File: config.mk
export PLATFORM = sky130hd
export DESIGN_NAME = multicycle_controller
export DESIGN_NICKNAME = d
export VERILOG_FILES = /design/src/rtl/multicycle_controller.sv
export SDC_FILE = /design/constraint.sdc
export NUM_CORES = 1
export LEC_CHECK = 0
export CAP_MARGIN = 40
export CORE_MARGIN = 5
export CORE_UTILIZATION = 39
export CTS_CLUSTER_SIZE = 14
export DETAILED_ROUTE_END_ITERATION = 16
export PLACE_DENSITY_LB_ADDON = 0.08
export SKIP_LAST_GASP = 1
export SYNTH_ARGS = -nofsm -noshare
export SYNTH_HDL_FRONTEND = slang
export SYNTH_SLANG_ARGS = --single-unit
File: constraint.sdc
create_clock -name clk -period 2.1 [get_ports clk]
set_input_delay 0.315 -clock clk [delete_from_list [all_inputs] [get_ports clk]]
set_output_delay 0.315 -clock clk [all_outputs]
set_load 0.02 [all_outputs]
File: src/rtl/multicycle_controller.sv
// -----------------------------------------------------------------------------
// multicycle_controller
//
// Control unit for a multicycle RISC-V style datapath (lw, sw, R-type, I-ALU,
// beq, jal, lui). A Moore FSM walks each instruction through its datapath
// steps and drives mux selects, ALU operation and write enables.
//
// Ports
//   clk         in   1  rising-edge clock
//   reset       in   1  synchronous active-high reset
//   op          in   7  opcode, Instr[6:0]
//   funct3      in   3  Instr[14:12]
//   funct7b5    in   1  Instr[30]
//   Zero        in   1  ALU zero flag
//   ImmSrc      out  3  000 I, 001 S, 010 B, 011 U, 100 J
//   ALUSrcA     out  2  00 PC, 01 OldPC, 10 RD1
//   ALUSrcB     out  2  00 WriteData, 01 ImmExt, 10 constant 4
//   ResultSrc   out  2  00 ALUOut, 01 Data, 10 ALUResult, 11 ImmExt
//   ALUControl  out  3  000 add, 001 sub, 010 and, 011 or, 101 slt
//   AdrSrc      out  1  memory address, 0 PC, 1 Result
//   IRWrite     out  1  instruction register write enable
//   PCWrite     out  1  PC write enable
//   RegWrite    out  1  register file write enable
//   MemWrite    out  1  data memory write enable
//
// State     | meaning
// ----------+-------------------------------------------------------------
// FETCH     | read instruction at PC into IR, PC <= PC + 4
// DECODE    | read registers, ALUOut <= OldPC + imm (branch/jump target)
// MEMADR    | ALUOut <= rs1 + imm (load/store address)
// MEMREAD   | read data memory at ALUOut
// MEMWB     | rd <= loaded data
// MEMWRITE  | data memory[ALUOut] <= rs2
// EXECUTER  | ALUOut <= rs1 op rs2
// EXECUTEI  | ALUOut <= rs1 op imm
// ALUWB     | rd <= ALUOut
// BEQ       | compare rs1 - rs2, PC <= ALUOut (target) when Zero
// JAL       | PC <= ALUOut (target), ALUOut <= OldPC + 4 (link)
// LUI       | rd <= ImmExt
// -----------------------------------------------------------------------------
module multicycle_controller (
  input  logic       clk,
  input  logic       reset,
  input  logic [6:0] op,
  input  logic [2:0] funct3,
  input  logic       funct7b5,
  input  logic       Zero,
  output logic [2:0] ImmSrc,
  output logic [1:0] ALUSrcA,
  output logic [1:0] ALUSrcB,
  output logic [1:0] ResultSrc,
  output logic [2:0] ALUControl,
  output logic       AdrSrc,
  output logic       IRWrite,
  output logic       PCWrite,
  output logic       RegWrite,
  output logic       MemWrite
);

  localparam logic [6:0] OP_LOAD   = 7'b0000011;
  localparam logic [6:0] OP_STORE  = 7'b0100011;
  localparam logic [6:0] OP_RTYPE  = 7'b0110011;
  localparam logic [6:0] OP_ITYPE  = 7'b0010011;
  localparam logic [6:0] OP_BRANCH = 7'b1100011;
  localparam logic [6:0] OP_JAL    = 7'b1101111;
  localparam logic [6:0] OP_LUI    = 7'b0110111;

  typedef enum logic [3:0] {
    S_FETCH,
    S_DECODE,
    S_MEMADR,
    S_MEMREAD,
    S_MEMWB,
    S_MEMWRITE,
    S_EXECUTER,
    S_EXECUTEI,
    S_ALUWB,
    S_BEQ,
    S_JAL,
    S_LUI
  } state_e;

  typedef enum logic [1:0] {
    ALUOP_ADD,
    ALUOP_SUB,
    ALUOP_FUNCT
  } aluop_e;

  state_e state_q, state_d;
  state_e state_out;   // state the outputs are decoded from

  aluop_e alu_op;
  logic   pc_update;
  logic   branch;
  logic   ir_write;
  logic   reg_write;
  logic   mem_write;

  // ---------------------------------------------------------------------------
  // State register
  // ---------------------------------------------------------------------------
  always_ff @(posedge clk) begin
    if (reset) begin
      state_q <= S_FETCH;
    end else begin
      state_q <= state_d;
    end
  end

  // ---------------------------------------------------------------------------
  // Next-state logic
  // ---------------------------------------------------------------------------
  always_comb begin
    state_d = S_FETCH;
    case (state_q)
      S_FETCH:  state_d = S_DECODE;
      S_DECODE: begin
        case (op)
          OP_LOAD,
          OP_STORE:  state_d = S_MEMADR;
          OP_RTYPE:  state_d = S_EXECUTER;
          OP_ITYPE:  state_d = S_EXECUTEI;
          OP_BRANCH: state_d = S_BEQ;
          OP_JAL:    state_d = S_JAL;
          OP_LUI:    state_d = S_LUI;
          default:   state_d = S_FETCH;
        endcase
      end
      S_MEMADR:   state_d = (op == OP_LOAD) ? S_MEMREAD : S_MEMWRITE;
      S_MEMREAD:  state_d = S_MEMWB;
      S_EXECUTER,
      S_EXECUTEI,
      S_JAL:      state_d = S_ALUWB;
      S_MEMWB,
      S_MEMWRITE,
      S_ALUWB,
      S_BEQ,
      S_LUI:      state_d = S_FETCH;
      default:    state_d = S_FETCH;
    endcase
  end

  // While reset is held the non-enable outputs present FETCH values, so the
  // output decode looks at FETCH instead of whatever state_q currently holds.
  assign state_out = reset ? S_FETCH : state_q;

  // ---------------------------------------------------------------------------
  // Moore outputs
  // ---------------------------------------------------------------------------
  always_comb begin
    ALUSrcA   = 2'b00;
    ALUSrcB   = 2'b00;
    ResultSrc = 2'b00;
    AdrSrc    = 1'b0;
    alu_op    = ALUOP_ADD;
    pc_update = 1'b0;
    branch    = 1'b0;
    ir_write  = 1'b0;
    reg_write = 1'b0;
    mem_write = 1'b0;
    case (state_out)
      S_FETCH: begin
        ir_write  = 1'b1;
        ALUSrcB   = 2'b10;
        ResultSrc = 2'b10;
        pc_update = 1'b1;
      end
      S_DECODE: begin
        ALUSrcA = 2'b01;
        ALUSrcB = 2'b01;
      end
      S_MEMADR: begin
        ALUSrcA = 2'b10;
        ALUSrcB = 2'b01;
      end
      S_MEMREAD: begin
        AdrSrc = 1'b1;
      end
      S_MEMWB: begin
        ResultSrc = 2'b01;
        reg_write = 1'b1;
      end
      S_MEMWRITE: begin
        AdrSrc    = 1'b1;
        mem_write = 1'b1;
      end
      S_EXECUTER: begin
        ALUSrcA = 2'b10;
        alu_op  = ALUOP_FUNCT;
      end
      S_EXECUTEI: begin
        ALUSrcA = 2'b10;
        ALUSrcB = 2'b01;
        alu_op  = ALUOP_FUNCT;
      end
      S_ALUWB: begin
        reg_write = 1'b1;
      end
      S_BEQ: begin
        ALUSrcA = 2'b10;
        alu_op  = ALUOP_SUB;
        branch  = 1'b1;
      end
      S_JAL: begin
        ALUSrcA   = 2'b01;
        ALUSrcB   = 2'b10;
        pc_update = 1'b1;
      end
      S_LUI: begin
        ResultSrc = 2'b11;
        reg_write = 1'b1;
      end
      default: begin
      end
    endcase
  end

  // ---------------------------------------------------------------------------
  // ALU decode. Subtract only for R-type (op[5]=1) with funct7b5 set; the
  // I-type encoding reuses Instr[30] as an immediate bit, so addi never subs.
  // ---------------------------------------------------------------------------
  always_comb begin
    ALUControl = 3'b000;
    case (alu_op)
      ALUOP_ADD: ALUControl = 3'b000;
      ALUOP_SUB: ALUControl = 3'b001;
      ALUOP_FUNCT: begin
        case (funct3)
          3'b000:  ALUControl = (op[5] && funct7b5) ? 3'b001 : 3'b000;
          3'b010:  ALUControl = 3'b101;
          3'b110:  ALUControl = 3'b011;
          3'b111:  ALUControl = 3'b010;
          default: ALUControl = 3'b000;
        endcase
      end
      default: ALUControl = 3'b000;
    endcase
  end

  // ---------------------------------------------------------------------------
  // Immediate format, decoded from op regardless of state
  // ---------------------------------------------------------------------------
  always_comb begin
    ImmSrc = 3'b000;
    case (op)
      OP_LOAD,
      OP_ITYPE:  ImmSrc = 3'b000;
      OP_STORE:  ImmSrc = 3'b001;
      OP_BRANCH: ImmSrc = 3'b010;
      OP_LUI:    ImmSrc = 3'b011;
      OP_JAL:    ImmSrc = 3'b100;
      default:   ImmSrc = 3'b000;
    endcase
  end

  // ---------------------------------------------------------------------------
  // Write enables, all held low while reset is asserted
  // ---------------------------------------------------------------------------
  assign IRWrite  = ir_write  & ~reset;
  assign PCWrite  = (pc_update | (branch & Zero)) & ~reset;
  assign RegWrite = reg_write & ~reset;
  assign MemWrite = mem_write & ~reset;

endmodule

==> results of run 1 <==
[repair_timing]
item | CTS | global route
setup endpoints to repair | 14 | 8
buffers inserted | 0 | 1
resized for setup | 30 | 7
pin swaps | 1 | 2
[metal layers]
metal | part of all wire, % | vias to the layer above | wire, um | track usage, %
li1 | - | 455 | - | -
met3 | 6.7 | 4 | 139 | 5.12
met2 | 50 | 30 | 1020 | 29.7
met4 | 1.4 | 0 | 28 | 6.55
met5 | 0 | - | 0 | 0
met1 | 42 | 404 | 875 | 20.5
[logic make-up (layout without fill, tap and decap cells)]
family                     after synthesis  in the layout  synth area share (%)
and+or+nand+nor                         52             52                  45.0
AOI/OAI and AO/OA                       20             20                  20.8
buffers and inverters                   14             67                  10.2
xor gates and xnor gates                 4              4                  5.60
DFF                                      4              4                  12.8
adders and majority gates                2              2                  4.00
muxes                                    1              1                  1.60
[report_power, final]
group	internal (mW)	leakage [nW]	total, mW	switching (mW)
clock network	0.0639	0.0138	0.0954	0.0315
registers	0.0784	0.0331	0.0794	0.000923
logic	0.0744	0.508	0.139	0.0649
total	0.217	0.555	0.314	0.0974
[cell usage after synthesis (all sizes together)]
library cell   n
buf            4
mux2i          1
nor4           2
nor4b          1
inv            6
o21ai          1
or4            2
nand3b         2
ha             2
or2            1
xor2           1
nand3          6
a211oi         1
a31o           1
or3            2
a21boi         1
nand2         10
and4           1
a21oi          9
dfxtp          4
or3b           1
a32oi          1
clkbuf         4
a21o           2
nor2          12
nor3b          2
xnor2          3
o311a          1
a31oi          1
nor2b          4
o2111ai        1
o211ai         1
nor3           6
[layout make-up]
class                      count  area (sq um)  area share (%)
multi-input combinational     79           502            44.4
timing repair buffer          58           482            42.6
clock buffer                   3          22.5            1.99
tap                           16          20.0            1.77
sequential                     4          81.3            7.20
inverter                       6          22.5            1.99
[worst register-to-register path: stages, from the launching register on]
cell	delay (ps)
dfxtp_1	300
buf_4	160
or4_1	500
a21oi_1	150
nor3_1	60
[worst paths after layout]
check / start / end / slack (ps) / depth (start not counted)
worst min-delay path: state_q[3] / state_q[1] / 680 / 3
worst max register to register: state_q[0] / state_q[2] / 820 / 4
worst max-delay path: state_q[3] / ALUControl[2] / 60 / 5
worst min register to register: state_q[3] / state_q[1] / 680 / 3
==> impl_metrics.py, run 1 <==
metrics = {
    "outcome": {
        "status": "complete, no violations",
    },
    "place": {
        "post-dp-hpwl_um": 1620,
        "dp.cells": 162,
        "gp_congestion": 0.848,
        "dp_slack_ps": -623,
        "place_area_sq_um": 1110,
        "port_buffers": 30,
    },
    "setup_path": {
        "crit_buf_inv": 2,
        "endpoint_kind": "primary output",
        "slowest_delay_ps": 350,
        "critical_path_class": "flip-flop to primary output",
        "arrival_ps": 1720,
        "required_ps": 1780,
        "crit_slowest_cell": "dfxtp_2",
        "crit_chain": "inv_1 > nor4b_4 > ha_1 > nor4_2 > buf_2",
        "start_kind": "flip-flop",
        "cp_top_family": "simple AND/OR/NAND/NOR gates",
        "cp_max_fo": 4,
    },
    "synthesis": {
        "avgSynthCellArea_sq_um": 6.45,
        "synth.top_cell.area_share_pct": 12.8,
        "ys_ff_latch": 4,
        "yosys_warnings": 0,
        "synth_cell_types": 35,
        "netlist_area_sq_um": 626,
        "synthTopCellsByArea": "dfxtp_1, a21oi_1, nor2_1",
        "syn_nets": 113,
        "synthesis.instances": 97,
        "synth_seq_area_share_pct": 12.8,
        "synth_top_area_cell": "dfxtp_1",
    },
    "min_path": {
        "worstHoldPathType": "flip-flop to flip-flop",
    },
    "final_layout": {
        "top_regs": "state_q (4)",
        "layout_common_cells": "buf_4, clkdlybuf4s50_1, nor2_1",
        "finalInstanceArea_sq_um": 1130,
        "fill_cells": 129,
        "layout-drive-gt1-share_pct": 29.3,
        "area_growth_syn_to_layout_pct": 80.6,
        "n_antenna_cell": 0,
        "largest_reg_flops": 4,
        "layout_commonest_cell": "buf_4",
        "fin_nets": 168,
        "final_cells": 166,
        "fin_util_pct": 75.0,
        "largest_register": "state_q",
    },
    "power": {
        "p_total_mw": 0.314,
        "leakage_nw": 0.555,
        "p_per_area_nw_per_um2": 278,
        "ir_drop_uv": 144,
    },
    "timing": {
        "hold_viol": 0,
        "setup_viol_count_final": 0,
        "fin_setup_tns_ps": 0,
        "finalMaxSlewViolations": 0,
        "max-slew-margin-rel_pct": 82.3,
        "skew_ps": 2.35,
        "post-route-period-util_pct": 97.1,
        "post-route-min-period_ps": 2040,
        "fmax_mhz": 490,
        "hold_slack_ps": 679,
        "rsz0062_at_grt": "true",
        "worst_pin_slew_ps": 263,
        "worst_slack_ps": 60.7,
    },
    "detailed_routing": {
        "wl_um": 2070,
        "first_pass_iters": 4,
        "drc_errors": 0,
        "ant_nets": 0,
        "vias": 893,
        "wire_per_inst_um": 12.4,
        "routed_via_density": 5.38,
        "drtIter0Drc": 11,
    },
    "grt": {
        "grt_pass1_vias": 877,
        "grt_usage_pct": 17.6,
        "grt_max_degree": 16,
        "grt_remaining_overflow": 0,
        "grt_pass1_wl_um": 3540,
        "antenna_found_initial": 0,
    },
    "clocking": {
        "cts_max_level": 1,
        "clk_pin_slew_ps": 40,
        "clock_latency_ps": 240,
        "cts.sinks": 4,
        "cts_tree": "yes",
        "cts-buffers-inserted": 3,
        "cts_root_buf": "clkbuf_4",
        "ctsHoldBuffers": 0,
        "clock_path_buffers": 2,
    },
    "floorplanning": {
        "dieArea_sq_um": 2510,
        "die_w_um": 50.1,
        "ios": 31,
        "initial_core_util_pct": 41.5,
        "design.core.area_sq_um": 1510,
        "num_rows": 14,
        "die_h_um": 50.1,
    },
    "run": {
        "drv_cap": 0,
    },
}
No activity file was read; power rests on OpenSTA's default activity.
==> inputs of run 2 (changes only) <==
Settings changed: CORE_UTILIZATION 39 to 33.
==> run 2 against run 1 <==
Critical path type is now input pin to primary output. Fmax up 1.1%. Core utilization down 11 points. Via count down 3.2%. Final area down 0.11%. Highest routed layer unchanged. Count of clock-buffer cells in the layout unchanged. Setup slack better by 22 ps. First-iteration DRC count down 64%. Cell count up 4.2%. Sequential power about the same.
==> impl_metrics.py, run 2 (same netlist as run 1, synthesis figures left out) <==
metrics = {
    "outcome": {
        "status": "complete, no violations",
    },
    "timing": {
        "hold_viol": 0,
        "worst_pin_slew_ps": 251,
        "max-slew-margin-rel_pct": 83.1,
        "post-route-min-period_ps": 2020,
        "rsz0062_at_grt": "true",
        "fmax_mhz": 496,
        "skew_ps": 1.94,
        "setup_viol_count_final": 0,
        "finalMaxSlewViolations": 0,
        "hold_slack_ps": 668,
        "post-route-period-util_pct": 96.0,
    },
    "final_layout": {
        "n_antenna_cell": 0,
        "layout_common_cells": "buf_4, clkdlybuf4s50_1, nor2_1",
        "largest_reg_flops": 4,
        "final_cells": 173,
        "area_growth_syn_to_layout_pct": 80.4,
        "layout-drive-gt1-share_pct": 32.4,
        "fin_nets": 166,
        "fin_util_pct": 64.0,
        "largest_register": "state_q",
        "finalInstanceArea_sq_um": 1130,
        "top_regs": "state_q (4)",
        "layout_commonest_cell": "buf_4",
        "fill_cells": 192,
    },
    "place": {
        "gp_congestion": 0.832,
        "place_area_sq_um": 1120,
        "dp.cells": 170,
        "port_buffers": 30,
        "post-dp-hpwl_um": 1660,
    },
    "min_path": {
        "worstHoldPathType": "flip-flop to flip-flop",
        "min_from": "state_q[1]",
    },
    "detailed_routing": {
        "drtIter0Drc": 4,
        "vias": 864,
        "routed_via_density": 4.99,
        "maxUsedRoutingLayer": "met4",
        "wl_met3_um": 116,
        "drc_errors": 0,
        "ant_nets": 0,
        "first_pass_iters": 4,
        "drt-met1-wl_um": 917,
        "wire_per_inst_um": 12.0,
        "wl_met2_um": 992,
        "wl_um": 2070,
    },
    "floorplanning": {
        "die_w_um": 53.5,
        "initial_core_util_pct": 35.5,
        "dieArea_sq_um": 2870,
        "design.core.area_sq_um": 1760,
        "ios": 31,
        "die_h_um": 53.5,
        "num_rows": 15,
    },
    "setup_path": {
        "arrival_ps": 1700,
        "critical_path_class": "input pin to primary output",
        "crit_start": "reset",
        "reg2reg_from": "state_q[0]",
        "endpoint_kind": "primary output",
        "cp_max_fo": 4,
        "required_ps": 1780,
        "start_kind": "input pin",
    },
    "grt": {
        "grt_remaining_overflow": 0,
        "grt_pass1_wl_um": 3630,
        "antenna_found_initial": 0,
        "grt_usage_pct": 17.6,
        "grt_pass1_vias": 871,
        "grt_max_degree": 14,
    },
    "clocking": {
        "cts_root_buf": "clkbuf_4",
        "clock_latency_ps": 240,
        "clk_pin_slew_ps": 40,
        "cts_max_level": 1,
        "cts.sinks": 4,
        "post_cts_buffers": 0,
        "ctsHoldBuffers": 0,
        "clock_path_buffers": 2,
        "cts_tree": "yes",
        "cts-buffers-inserted": 3,
    },
    "power": {
        "ir_drop_uv": 127,
        "p_total_mw": 0.313,
        "leakage_nw": 0.508,
        "p_per_area_nw_per_um2": 278,
    },
    "run": {
        "drv_cap": 0,
    },
}
[run 2: cell count changes in the layout (fill, tap and decap cells not counted), moves of 2 or more]
cell	before	now
buf_2	4	2
dlymetal6s2s_1	3	0
inv_1	6	4
inv_2	0	2
[run 2: routing by layer]
metal	vias up	global-route usage (%)
met1	386	19.8
met2	27	29.2
met5	-	0
li1	446	-
met3	5	4.43
met4	0	11.5
[run 2: path summary, 6_finish.rpt]
check	to	slack [ps]	cells past startpoint
hold / removal	state_q[2]	670	3
setup / recovery	AdrSrc	80	6
hold reg to reg	state_q[2]	670	3
setup reg to reg	state_q[2]	780	4
[run 2: cell type report]
type	count	area [sq um]	share of cell area, %
clock buffer	3	22.5	2.00
inverter	6	22.5	2.00
sequential	4	82.6	7.32
multi-input combinational	79	507	44.9
tap	25	31.3	2.77
timing repair buffer	56	463	41.0
[run 2: report_power, final]
group | leakage, nW | internal [mW] | switching, mW | total (mW)
logic | 0.461 | 0.0711 | 0.0652 | 0.136
clock network | 0.0138 | 0.0640 | 0.0334 | 0.0974
registers | 0.0336 | 0.0784 | 0.00123 | 0.0797
total | 0.508 | 0.214 | 0.0998 | 0.313
[run 2: worst max-delay path, stage by stage]
cell and delay [ps]:
dlygate4sd2_1 280, nor2_1 160, buf_4 150, nand2_1 80, nor2_1 110, clkdlybuf4s50_1 620
[run 2: timing repair]
action,in CTS,in global routing
endpoints found under the setup margin,17,9
pin swaps,1,5
resized for setup,30,19
cloned,0,0
[run 2: stage by stage]
stage / setup TNS [ps] / setup slack [ps]
after floorplan: 0 / 21.1
after global placement: -2950 / -552
after detailed placement: -3160 / -561
after CTS: -140 / -140
after global routing: -5.69 / -3.71
final: 0 / 83.0
